--- config.mk ---
export PLATFORM = sky130hd
export DESIGN_NAME = sram_like_arbiter_flat
export DESIGN_NICKNAME = d
export VERILOG_FILES = /design/src/rtl/sram_like_arbiter_pkg.sv /design/src/rtl/sram_like_arbiter_if.sv /design/src/rtl/sram_like_arbiter_prio_pick.sv /design/src/rtl/sram_like_arbiter.sv /design/src/flat_wrapper.sv
export SDC_FILE = /design/constraint.sdc
export NUM_CORES = 1
export LEC_CHECK = 0
export BUFFER_PORTS_ARGS = -buffer_cell sky130_fd_sc_hd__clkbuf_2
export CORE_AREA = 3 3 118 120
export DETAILED_ROUTE_END_ITERATION = 10
export DIE_AREA = 0 0 121 123
export SLEW_MARGIN = 5
export SYNTH_ARGS = -nofsm -noshare
export SYNTH_HDL_FRONTEND = slang
export SYNTH_HIERARCHICAL = 1
export SYNTH_SLANG_ARGS = --single-unit
--- constraint.sdc ---
create_clock -name clk -period 2.5 [get_ports clk]
set_clock_uncertainty 0.15 [all_clocks]
set_input_delay 0.5 -clock clk [delete_from_list [all_inputs] [get_ports clk]]
set_output_delay 0.5 -clock clk [all_outputs]
set_load 0.01 [all_outputs]
--- src/rtl/sram_like_arbiter_pkg.sv ---
// Shared types for the sram-like arbiter slice.
// Holds the owner/state enums, the access-size encodings and the request-field
// struct carried from a requester to the shared master port.
package sram_like_pkg;

  typedef enum logic {
    OWN_INST = 1'b0,
    OWN_DATA = 1'b1
  } owner_e;

  typedef enum logic [1:0] {
    IDLE = 2'd0,
    ADDR = 2'd1,
    DATA = 2'd2
  } state_e;

  localparam logic [1:0] SIZE_BYTE = 2'b00;
  localparam logic [1:0] SIZE_HALF = 2'b01;
  localparam logic [1:0] SIZE_WORD = 2'b10;

  // Request fields that follow the winner/owner onto the master port.
  typedef struct packed {
    logic        wr;
    logic [1:0]  size;
    logic [31:0] addr;
    logic [31:0] wdata;
  } req_fields_t;

endpackage

--- src/rtl/sram_like_arbiter_if.sv ---
// One sram-like bus: request fields out of the requester, handshakes and read data back.
// master modport: the side that issues requests (drives req/wr/size/addr/wdata).
// slave modport:  the side that answers them (drives rdata/addr_ok/data_ok).
interface sram_like_if;
  logic        req;
  logic        wr;
  logic [1:0]  size;
  logic [31:0] addr;
  logic [31:0] wdata;
  logic [31:0] rdata;
  logic        addr_ok;
  logic        data_ok;

  modport master (
    output req, wr, size, addr, wdata,
    input  rdata, addr_ok, data_ok
  );

  modport slave (
    input  req, wr, size, addr, wdata,
    output rdata, addr_ok, data_ok
  );
endinterface

--- src/rtl/sram_like_arbiter_prio_pick.sv ---
// Picks the winner between inst and data requests: data first, inst forced after
// STARVE_LIMIT consecutive losses. Ports: clk/rst, i_grant_en (arbiter idle),
// i_inst_req/i_data_req in; o_grant_vld/o_grant_owner out (combinational).
module sram_like_prio_pick
  import sram_like_pkg::*;
#(
  parameter int STARVE_LIMIT = 4,
  parameter int CNT_W        = 3
) (
  input  logic   clk,
  input  logic   rst,
  input  logic   i_grant_en,
  input  logic   i_inst_req,
  input  logic   i_data_req,
  output logic   o_grant_vld,
  output owner_e o_grant_owner
);

  localparam logic [CNT_W-1:0] LIMIT = CNT_W'(STARVE_LIMIT);

  logic [CNT_W-1:0] r_starve_cnt;
  logic             w_force_inst;
  logic             w_data_win;
  logic             w_inst_win;

  // A limit of 0 disables forcing, giving strict data priority.
  assign w_force_inst = i_inst_req && (r_starve_cnt == LIMIT) && (STARVE_LIMIT != 0);
  assign w_data_win   = i_data_req && !w_force_inst;
  assign w_inst_win   = !w_data_win && i_inst_req;

  assign o_grant_vld   = w_data_win || w_inst_win;
  assign o_grant_owner = w_data_win ? OWN_DATA : OWN_INST;

  // Counts only grant cycles in which inst was actually waiting; saturates at the limit.
  always_ff @(posedge clk) begin
    if (rst) begin
      r_starve_cnt <= '0;
    end else if (i_grant_en) begin
      if (w_inst_win) begin
        r_starve_cnt <= '0;
      end else if (w_data_win && i_inst_req && (r_starve_cnt != LIMIT)) begin
        r_starve_cnt <= r_starve_cnt + 1'b1;
      end
    end
  end

endmodule

--- src/rtl/sram_like_arbiter.sv ---
// Shares one sram-like master port between inst and data requesters, one
// transaction outstanding. Ports: clk, rst (sync, high), inst_bus/data_bus (slave
// modports), m_bus (master modport), busy (state != IDLE).
module sram_like_arbiter
  import sram_like_pkg::*;
#(
  parameter int STARVE_LIMIT = 4,
  parameter int CNT_W        = 3
) (
  input  logic        clk,
  input  logic        rst,
  sram_like_if.slave  inst_bus,
  sram_like_if.slave  data_bus,
  sram_like_if.master m_bus,
  output logic        busy
);

  state_e      r_state;
  state_e      w_state_nxt;
  owner_e      r_owner;
  owner_e      w_owner_nxt;

  logic        w_idle;
  logic        w_grant_vld;
  owner_e      w_grant_owner;
  owner_e      w_sel_owner;
  logic        w_sel_vld;
  logic        w_m_req;
  logic        w_addr_ok_fwd;
  logic        w_data_ok_fwd;
  req_fields_t w_inst_f;
  req_fields_t w_data_f;
  req_fields_t w_m_f;

  assign w_idle = (r_state == IDLE);

  sram_like_prio_pick #(
    .STARVE_LIMIT (STARVE_LIMIT),
    .CNT_W        (CNT_W)
  ) u_pick (
    .clk           (clk),
    .rst           (rst),
    .i_grant_en    (w_idle),
    .i_inst_req    (inst_bus.req),
    .i_data_req    (data_bus.req),
    .o_grant_vld   (w_grant_vld),
    .o_grant_owner (w_grant_owner)
  );

  // In IDLE the fresh grant drives the port with zero latency; afterwards the
  // locked owner does, so a late-arriving request cannot disturb a held one.
  assign w_sel_owner = w_idle ? w_grant_owner : r_owner;
  assign w_sel_vld   = w_idle ? w_grant_vld   : 1'b1;
  assign w_m_req     = w_idle ? w_grant_vld   : (r_state == ADDR);

  assign w_inst_f = '{wr: inst_bus.wr, size: inst_bus.size, addr: inst_bus.addr, wdata: inst_bus.wdata};
  assign w_data_f = '{wr: data_bus.wr, size: data_bus.size, addr: data_bus.addr, wdata: data_bus.wdata};

  always_comb begin
    w_m_f = '0;
    if (w_sel_vld) begin
      w_m_f = (w_sel_owner == OWN_DATA) ? w_data_f : w_inst_f;
    end
  end

  assign m_bus.req   = w_m_req;
  assign m_bus.wr    = w_m_f.wr;
  assign m_bus.size  = w_m_f.size;
  assign m_bus.addr  = w_m_f.addr;
  assign m_bus.wdata = w_m_f.wdata;

  // addr_ok only counts while a request is on the port. data_ok counts either in
  // DATA, or together with addr_ok on the request cycle; anything else is stray.
  assign w_addr_ok_fwd = w_m_req && m_bus.addr_ok;
  assign w_data_ok_fwd = (w_addr_ok_fwd && m_bus.data_ok) ||
                         ((r_state == DATA) && m_bus.data_ok);

  assign inst_bus.addr_ok = w_addr_ok_fwd && (w_sel_owner == OWN_INST);
  assign data_bus.addr_ok = w_addr_ok_fwd && (w_sel_owner == OWN_DATA);
  assign inst_bus.data_ok = w_data_ok_fwd && (w_sel_owner == OWN_INST);
  assign data_bus.data_ok = w_data_ok_fwd && (w_sel_owner == OWN_DATA);

  assign inst_bus.rdata = m_bus.rdata;
  assign data_bus.rdata = m_bus.rdata;

  assign busy = !w_idle;

  always_comb begin
    w_state_nxt = r_state;
    w_owner_nxt = r_owner;
    case (r_state)
      IDLE: begin
        if (w_grant_vld) begin
          w_owner_nxt = w_grant_owner;
          if (m_bus.addr_ok && m_bus.data_ok) begin
            w_state_nxt = IDLE;
          end else if (m_bus.addr_ok) begin
            w_state_nxt = DATA;
          end else begin
            w_state_nxt = ADDR;
          end
        end
      end
      ADDR: begin
        if (m_bus.addr_ok && m_bus.data_ok) begin
          w_state_nxt = IDLE;
        end else if (m_bus.addr_ok) begin
          w_state_nxt = DATA;
        end
      end
      DATA: begin
        if (m_bus.data_ok) begin
          w_state_nxt = IDLE;
        end
      end
      default: w_state_nxt = IDLE;
    endcase
  end

  always_ff @(posedge clk) begin
    if (rst) begin
      r_state <= IDLE;
      r_owner <= OWN_DATA;
    end else begin
      r_state <= w_state_nxt;
      r_owner <= w_owner_nxt;
    end
  end

endmodule

--- src/flat_wrapper.sv ---
// flat-port wrapper written by rule: the top's interface ports become plain ports
module sram_like_arbiter_flat import sram_like_pkg::*;
#(
  parameter int STARVE_LIMIT = 4,
  parameter int CNT_W        = 3
)
  (clk, rst, busy, inst_bus_req, inst_bus_wr, inst_bus_size, inst_bus_addr, inst_bus_wdata, inst_bus_rdata, inst_bus_addr_ok, inst_bus_data_ok, data_bus_req, data_bus_wr, data_bus_size, data_bus_addr, data_bus_wdata, data_bus_rdata, data_bus_addr_ok, data_bus_data_ok, m_bus_req, m_bus_wr, m_bus_size, m_bus_addr, m_bus_wdata, m_bus_rdata, m_bus_addr_ok, m_bus_data_ok);
  sram_like_if inst_bus_i ();
  sram_like_if data_bus_i ();
  sram_like_if m_bus_i ();
  input  logic clk;
  input  logic rst;
  output logic busy;
  input wire logic [$bits(inst_bus_i.req)-1:0] inst_bus_req;
  input wire logic [$bits(inst_bus_i.wr)-1:0] inst_bus_wr;
  input wire logic [$bits(inst_bus_i.size)-1:0] inst_bus_size;
  input wire logic [$bits(inst_bus_i.addr)-1:0] inst_bus_addr;
  input wire logic [$bits(inst_bus_i.wdata)-1:0] inst_bus_wdata;
  output wire logic [$bits(inst_bus_i.rdata)-1:0] inst_bus_rdata;
  output wire logic [$bits(inst_bus_i.addr_ok)-1:0] inst_bus_addr_ok;
  output wire logic [$bits(inst_bus_i.data_ok)-1:0] inst_bus_data_ok;
  input wire logic [$bits(data_bus_i.req)-1:0] data_bus_req;
  input wire logic [$bits(data_bus_i.wr)-1:0] data_bus_wr;
  input wire logic [$bits(data_bus_i.size)-1:0] data_bus_size;
  input wire logic [$bits(data_bus_i.addr)-1:0] data_bus_addr;
  input wire logic [$bits(data_bus_i.wdata)-1:0] data_bus_wdata;
  output wire logic [$bits(data_bus_i.rdata)-1:0] data_bus_rdata;
  output wire logic [$bits(data_bus_i.addr_ok)-1:0] data_bus_addr_ok;
  output wire logic [$bits(data_bus_i.data_ok)-1:0] data_bus_data_ok;
  output wire logic [$bits(m_bus_i.req)-1:0] m_bus_req;
  output wire logic [$bits(m_bus_i.wr)-1:0] m_bus_wr;
  output wire logic [$bits(m_bus_i.size)-1:0] m_bus_size;
  output wire logic [$bits(m_bus_i.addr)-1:0] m_bus_addr;
  output wire logic [$bits(m_bus_i.wdata)-1:0] m_bus_wdata;
  input wire logic [$bits(m_bus_i.rdata)-1:0] m_bus_rdata;
  input wire logic [$bits(m_bus_i.addr_ok)-1:0] m_bus_addr_ok;
  input wire logic [$bits(m_bus_i.data_ok)-1:0] m_bus_data_ok;
  assign inst_bus_i.req = inst_bus_req;
  assign inst_bus_i.wr = inst_bus_wr;
  assign inst_bus_i.size = inst_bus_size;
  assign inst_bus_i.addr = inst_bus_addr;
  assign inst_bus_i.wdata = inst_bus_wdata;
  assign inst_bus_rdata = inst_bus_i.rdata;
  assign inst_bus_addr_ok = inst_bus_i.addr_ok;
  assign inst_bus_data_ok = inst_bus_i.data_ok;
  assign data_bus_i.req = data_bus_req;
  assign data_bus_i.wr = data_bus_wr;
  assign data_bus_i.size = data_bus_size;
  assign data_bus_i.addr = data_bus_addr;
  assign data_bus_i.wdata = data_bus_wdata;
  assign data_bus_rdata = data_bus_i.rdata;
  assign data_bus_addr_ok = data_bus_i.addr_ok;
  assign data_bus_data_ok = data_bus_i.data_ok;
  assign m_bus_req = m_bus_i.req;
  assign m_bus_wr = m_bus_i.wr;
  assign m_bus_size = m_bus_i.size;
  assign m_bus_addr = m_bus_i.addr;
  assign m_bus_wdata = m_bus_i.wdata;
  assign m_bus_i.rdata = m_bus_rdata;
  assign m_bus_i.addr_ok = m_bus_addr_ok;
  assign m_bus_i.data_ok = m_bus_data_ok;
  sram_like_arbiter #(.STARVE_LIMIT(STARVE_LIMIT), .CNT_W(CNT_W)) u_core (.clk(clk), .rst(rst), .inst_bus(inst_bus_i), .data_bus(data_bus_i), .m_bus(m_bus_i), .busy(busy));
endmodule
Yosys cells after proc, flatten, opt, wreduce, memory -nomap -nowiden
Cells that the tools add are included.
{"block": "totals", "word_cells": 50, "input_bits": 172, "reg_bits": 6, "output_inout_bits": 137}
{"block": "classes", "reduce_logical": 23, "bitwise_logic": 1, "n_mux": 15, "addsub": 1, "eq_ne": 7}
{"op": "$mux 67", "n": 2}
{"op": "$logic_and 1x1->1", "n": 13}
{"op": "$mux 2", "n": 6}
{"op": "$mux 3", "n": 2}
{"op": "$ne 3x3->1 const B", "n": 2}
{"op": "$pmux 2 s3", "n": 1}
{"op": "$mux 1", "n": 4}
{"op": "$ne 2x2->1 const B", "n": 2}
{"op": "$reduce_and 2->1", "n": 2}
{"op": "$add 3x1->3 const B", "n": 1}
{"op": "$eq 3x3->1 const B", "n": 1}
{"op": "$logic_not 1->1", "n": 3}
{"op": "$reduce_and 3->1", "n": 1}
{"op": "$eq 2x1->1 const B", "n": 1}
{"op": "$eq 2x2->1 const B", "n": 1}
{"op": "$logic_not 2->1", "n": 1}
{"op": "$logic_or 1x1->1", "n": 2}
{"op": "$reduce_bool 2->1", "n": 1}
{"op": "$not 1->1", "n": 1}

Longest topological paths before layout
{"block": "logic_depth", "word_depth": 12, "mapped_depth": 8, "depth_no_buf": 6}

Modules after synthesis
The synthesis kept the hierarchy.
{"mod": "sram_like_arbiter", "area_each_um2": 1361.3, "cells_each": 170, "n_inst": 1, "seq_area_each_um2": 60.1}
{"mod": "sram_like_prio_pick", "area_each_um2": 176.4, "cells_each": 22, "n_inst": 1, "seq_area_each_um2": 60.1}

Worst setup path before layout
Ideal clock, no wire load.
{"block": "synth_timing", "path_type": "flip-flop to output port", "from": "register u_core.u_pick.r_starve_cnt[0]", "to": "output m_bus_addr[10]", "setup_slack_ns": -0.052, "path_buffers": 2, "path_stages_with_launch": 9, "arrival_time_ns": 1.902, "required_ns": 1.850, "cell_sequence": "dfxtp_1 > inv_1 > ha_1 > a31oi_1 > nand2_1 > o31ai_2 > buf_2 > buf_2 > a22o_1"}
{"block": "synth_between", "word_cells_on_any_way": 12, "classes_between": "eq/ne (1); mux (5); reduce/logical (6)"}
{"item": "from (decl)", "line_no": "sram_like_arbiter_prio_pick.sv:21", "rtl": "logic [CNT_W-1:0] r_starve_cnt;"}
{"item": "from (signal assigned)", "line_no": "sram_like_arbiter_prio_pick.sv:42", "rtl": "r_starve_cnt <= r_starve_cnt + 1'b1;"}
{"item": "$eq 3x3->1", "line_no": "sram_like_arbiter_prio_pick.sv:27", "rtl": "assign w_force_inst = i_inst_req && (r_starve_cnt == LIMIT) && (STARVE_LIMIT != 0);"}
{"item": "$logic_and 1x1->1", "line_no": "sram_like_arbiter_prio_pick.sv:27"}
{"item": "$logic_not 1->1", "line_no": "sram_like_arbiter_prio_pick.sv:28", "rtl": "assign w_data_win = i_data_req && !w_force_inst;"}
{"item": "$logic_and 1x1->1", "line_no": "sram_like_arbiter_prio_pick.sv:28"}
{"item": "$mux 1", "line_no": "sram_like_arbiter_prio_pick.sv:32", "rtl": "assign o_grant_owner = w_data_win ? OWN_DATA : OWN_INST;"}
{"item": "named net u_core.w_grant_owner", "line_no": "sram_like_arbiter.sv:25", "rtl": "owner_e w_grant_owner;"}
{"item": "$mux 1", "line_no": "sram_like_arbiter.sv:52", "rtl": "assign w_sel_owner = w_idle ? w_grant_owner : r_owner;"}
{"item": "$mux 67", "line_no": "sram_like_arbiter.sv:62", "rtl": "w_m_f = (w_sel_owner == OWN_DATA) ? w_data_f : w_inst_f;"}
{"item": "$mux 67", "line_no": "sram_like_arbiter.sv:61", "rtl": "if (w_sel_vld) begin"}
{"item": "to (decl)", "line_no": "flat_wrapper.sv:33", "rtl": "output wire logic [$bits(m_bus_i.addr)-1:0] m_bus_addr;"}
The timed path passes the listed nets, and every way through them passes these cells.

Worst setup path in the final report
{"block": "layout_timing", "from": "input inst_bus_req", "to": "output m_bus_wdata[10]"}
{"block": "layout_between", "elab_chain_len": 8, "word_cells_on_any_way": 11, "classes_between": "mux (5); reduce/logical (6)"}
{"item": "from (decl)", "line_no": "flat_wrapper.sv:14", "rtl": "input wire logic [$bits(inst_bus_i.req)-1:0] inst_bus_req;"}
{"item": "$logic_and 1x1->1", "line_no": "sram_like_arbiter_prio_pick.sv:27"}
{"item": "$logic_not 1->1", "line_no": "sram_like_arbiter_prio_pick.sv:28"}
{"item": "$logic_and 1x1->1", "line_no": "sram_like_arbiter_prio_pick.sv:28"}
{"item": "$logic_not 1->1", "line_no": "sram_like_arbiter_prio_pick.sv:29", "rtl": "assign w_inst_win = !w_data_win && i_inst_req;"}
{"item": "$logic_and 1x1->1", "line_no": "sram_like_arbiter_prio_pick.sv:29"}
{"item": "$logic_or 1x1->1 *", "line_no": "sram_like_arbiter_prio_pick.sv:31", "rtl": "assign o_grant_vld = w_data_win || w_inst_win;"}
{"item": "named net u_core.w_grant_vld", "line_no": "sram_like_arbiter.sv:24", "rtl": "logic w_grant_vld;"}
{"item": "$mux 1 *", "line_no": "sram_like_arbiter.sv:53", "rtl": "assign w_sel_vld = w_idle ? w_grant_vld : 1'b1;"}
{"item": "$mux 67 *", "line_no": "sram_like_arbiter.sv:61"}
{"item": "to (decl)", "line_no": "flat_wrapper.sv:34", "rtl": "output wire logic [$bits(m_bus_i.wdata)-1:0] m_bus_wdata;"}
Mark *: on every way through the listed nets, which the timed path passes. The rest lies on a longest branch.

==> report_table.html <==
<table>
<tr><th>Metric</th><th>Value</th></tr>
<tr><th colspan="2">Pwr</th></tr>
<tr><td>Peak VDD IR</td><td>0.351 mV</td></tr>
<tr><td>Lkg Pwr</td><td>1.74 nW</td></tr>
<tr><td>Overall power consumption</td><td>1.39 mW</td></tr>
<tr><td>Pwr Density</td><td>435 mW/mm2</td></tr>
<tr><th colspan="2">Clocking</th></tr>
<tr><td>Clock transition at the registers of the reported paths</td><td>0.03 ns</td></tr>
<tr><td>Depth of the CTS H-tree</td><td>1</td></tr>
<tr><td>CTS tree</td><td>done</td></tr>
<tr><td>TritonCTS buffer count</td><td>3</td></tr>
<tr><td>Worst-Skew Late Latency</td><td>0.23 ns</td></tr>
<tr><td>CTS sink count</td><td>6</td></tr>
<tr><td>Max Root-Sink Buffers</td><td>2</td></tr>
<tr><td>CTS Root Buffer Type</td><td>clkbuf_16</td></tr>
<tr><th colspan="2">Route</th></tr>
<tr><td>Via Count</td><td>2165</td></tr>
<tr><td>Average detailed-routed wire length per instance</td><td>20.2 um</td></tr>
<tr><td>Iteration-0 DRC Markers</td><td>106</td></tr>
<tr><td>Number of nets still failing antenna checks after routing</td><td>0</td></tr>
<tr><td>Routed wire length</td><td>11.0 mm</td></tr>
<tr><td>Per-cell via count in the routed design</td><td>3.99</td></tr>
<tr><td>DRC violations left</td><td>0</td></tr>
<tr><td>1st-pass router iterations</td><td>4</td></tr>
<tr><th colspan="2">Logic synthesis</th></tr>
<tr><td>Number of storage elements in the synthesis netlist</td><td>6</td></tr>
<tr><td>Synth cell types</td><td>28</td></tr>
<tr><td>Largest area contributor in the synthesized netlist</td><td>a22o_1</td></tr>
<tr><td>Register area share after synthesis</td><td>7.81%</td></tr>
<tr><td>Area share of the largest cell type after synthesis</td><td>38.2%</td></tr>
<tr><td>Mean area per synthesized cell</td><td>8.01 um2</td></tr>
<tr><td>Yosys Warn Count</td><td>6</td></tr>
<tr><td>Gate count of the mapped netlist</td><td>192</td></tr>
<tr><td>Synth Net Count</td><td>366</td></tr>
<tr><td>Cell Area, Synth</td><td>0.00154 mm2</td></tr>
<tr><td>Biggest area contributors in the synthesized netlist</td><td>a22o_1 (38%), buf_4 (31%), dfxtp_1 (7.8%)</td></tr>
<tr><th colspan="2">Setup path</th></tr>
<tr><td>Delay of the slowest cell on the worst path</td><td>0.40 ns</td></tr>
<tr><td>Crit. End Element</td><td>output pin</td></tr>
<tr><td>Type of the setup path with the least slack</td><td>primary input to output pin</td></tr>
<tr><td>Worst Setup Start Kind</td><td>primary input</td></tr>
<tr><td>CP Data Arrival Time</td><td>1.98 ns</td></tr>
<tr><td>Data required, critical path</td><td>1.85 ns</td></tr>
<tr><td>Largest driver fanout on the critical path</td><td>12</td></tr>
<tr><td>Standard cell with the maximum stage delay on the critical path</td><td>or3b_4</td></tr>
<tr><td>Cell depth of the worst flop-to-flop path</td><td>4</td></tr>
<tr><td>Cell chain of the critical path</td><td>buf_2 &gt; or2_1 &gt; or3b_4 &gt; o22ai_4 &gt; buf_12 &gt; buf_16 &gt; a22o_1 &gt; clkbuf_8</td></tr>
<tr><th colspan="2">Global route</th></tr>
<tr><td>First-pass GRT wire length</td><td>13.1 mm</td></tr>
<tr><td>Pin count of the biggest net entering global routing</td><td>24</td></tr>
<tr><td>Initial antenna violation count</td><td>0</td></tr>
<tr><td>Remaining global-route overflow</td><td>0</td></tr>
<tr><td>Via count of the first global-routing pass</td><td>2067</td></tr>
<tr><td>Total global-route track usage</td><td>12.1%</td></tr>
<tr><th colspan="2">Place</th></tr>
<tr><td>Placed Instances</td><td>511</td></tr>
<tr><td>Port bufs</td><td>212</td></tr>
<tr><td>Routability cong.</td><td>0.742</td></tr>
<tr><td>DPL Wire Length</td><td>7.29 mm</td></tr>
<tr><td>Placed cell areas</td><td>0.00239 mm2</td></tr>
<tr><th colspan="2">Timing</th></tr>
<tr><td>Worst Setup Slack, final</td><td>-0.133 ns</td></tr>
<tr><td>Worst slew margin relative to its limit</td><td>68.2%</td></tr>
<tr><td>Highest clock rate</td><td>380 MHz</td></tr>
<tr><td>Unrepaired setup endpoints after global routing</td><td>yes</td></tr>
<tr><td>Worst hold slack</td><td>0.306 ns</td></tr>
<tr><td>Hold violation total from the final report</td><td>0</td></tr>
<tr><td>Final max-slew violation count</td><td>0</td></tr>
<tr><td>Least-Margin Pin Slew</td><td>0.476 ns</td></tr>
<tr><td>Final worst path period share</td><td>105%</td></tr>
<tr><td>Tmin final</td><td>2.63 ns</td></tr>
<tr><td>Final setup fails</td><td>67</td></tr>
<tr><th colspan="2">Layout</th></tr>
<tr><td>Total inserted antenna cells</td><td>0</td></tr>
<tr><td>Post-route cell area</td><td>0.00320 mm2</td></tr>
<tr><td>Layout net count</td><td>542</td></tr>
<tr><td>Most common cell after layout, fill and taps aside</td><td>clkbuf_2</td></tr>
<tr><td>Final core area utilization</td><td>24.5%</td></tr>
<tr><td>Top library cells by usage in the layout, fill and taps aside</td><td>clkbuf_2 (158), a22o_1 (59), buf_2 (44)</td></tr>
<tr><td>Area growth syn-to-layout</td><td>108%</td></tr>
<tr><td>Fraction of final layout cells with drive strength greater than 1</td><td>74.3%</td></tr>
<tr><td>Fin cells</td><td>542</td></tr>
<tr><th colspan="2">Die</th></tr>
<tr><td>Number of top-level design ports</td><td>309</td></tr>
<tr><td>Die extent in y</td><td>123 um</td></tr>
<tr><td>Std-Cell Rows</td><td>42</td></tr>
<tr><td>Chip Width</td><td>121 um</td></tr>
<tr><td>Starting density of the core</td><td>11.8%</td></tr>
<tr><td>Die Area</td><td>0.0149 mm2</td></tr>
<tr><td>Core region area</td><td>0.0131 mm2</td></tr>
<tr><th colspan="2">Hold path</th></tr>
<tr><td>Worst hold path cell count</td><td>2</td></tr>
<tr><td>Type of the worst min-delay path</td><td>primary input to register</td></tr>
<tr><th colspan="2">Job</th></tr>
<tr><td>Number of violations of the max-capacitance limit</td><td>0</td></tr>
<tr><th colspan="2">Outcome</th></tr>
<tr><td>Violated checks</td><td>setup timing</td></tr>
<tr><td>Status</td><td>finished with violations</td></tr>
</table>
-- Yosys cell counts --
cell type,n
a21oi_1,3
ha_1,2
buf_2,7
o21ai_1,2
or2_1,1
a31oi_1,1
a22o_1,67
dfxtp_1,6
o211ai_1,1
o31ai_2,1
or3b_1,1
buf_4,64
a22oi_1,1
o21ba_2,1
a21boi_0,1
buf_6,4
a32oi_1,1
clkbuf_1,3
nand3b_1,1
and3_1,1
nand2_1,5
inv_1,5
a21bo_2,1
nor2b_1,1
nor3_1,1
o22ai_2,1
nor2_1,5
nor3b_1,4
-- per-layer routing --
metal  global-route usage (%)  routed length (um)  vias up
li1                         -                   -     1017
met4                     2.41                 109        0
met3                     4.35                1100       15
met5                        0                   0        -
met1                     15.5                4660      982
met2                     19.5                5080      151
-- cells by family (layout without fill, tap and decap cells) --
logic type,count (synthesis),after routing,synth area share (%)
buffers and inverters,83,257,38.4
AOI/OAI and AO/OA,81,81,45.2
and+or+nand+nor,20,20,7.00
DFF,6,6,7.81
adders and majority gates,2,2,1.63
-- registers in the layout, indices dropped and copies added, names as in the netlist --
name and cells:
u_core/r_state 2, u_core/u_pick/r_starve_cnt 3, u_core/r_owner 1
-- power breakdown --
part	switching, mW	total, mW	internal, mW
Clock	0.0554	0.261	0.205
Sequential	0.00628	0.108	0.101
Combinational	0.445	1.02	0.579
Total	0.507	1.39	0.886
-- layout make-up --
type                            count  area [um2]
Sequential cell                     6         123
Timing Repair Buffer              249        1820
Tap cell                          176         220
Clock buffer                        3        75.1
Multi-Input combinational cell    103         951
Fill cell                        1429        9880
Inverter                            5        18.8
-- path summary, 6_finish.rpt --
kind / from / end / slack [ns]
max: inst_bus_req / m_bus_wdata[10] / -0.13
min: m_bus_data_ok / u_core/r_state[1] / 0.31
max reg2reg: u_core/r_state[0] / u_core/u_pick/r_starve_cnt[2] / 0.99
min reg2reg: u_core/r_owner / u_core/r_owner / 0.39
-- metrics by stage --
stage | worst slack, ns | setup TNS [ns]
detailed placement | -0.206 | -4.36
CTS | -0.195 | -9.26
global route | -0.221 | -11.31
floorplan | 0.0223 | 0
finish | -0.133 | -5.27
global placement | -0.193 | -4.07
-- what timing repair did --
item	4_1_cts	5_1_grt
pin swaps	34	29
buffers inserted	13	2
gates cloned	9	8
hold buffers	0	0
gates resized for setup	43	54
setup endpoints to repair	67	67
-- critical path, delay by kind of cell --
family / cells / cell delay [ns]
buffers and inverters: 4 / 0.60
and+or+nand+nor: 2 / 0.53
AOI/OAI and AO/OA: 2 / 0.34
Power figures use the tool's default switching activity.
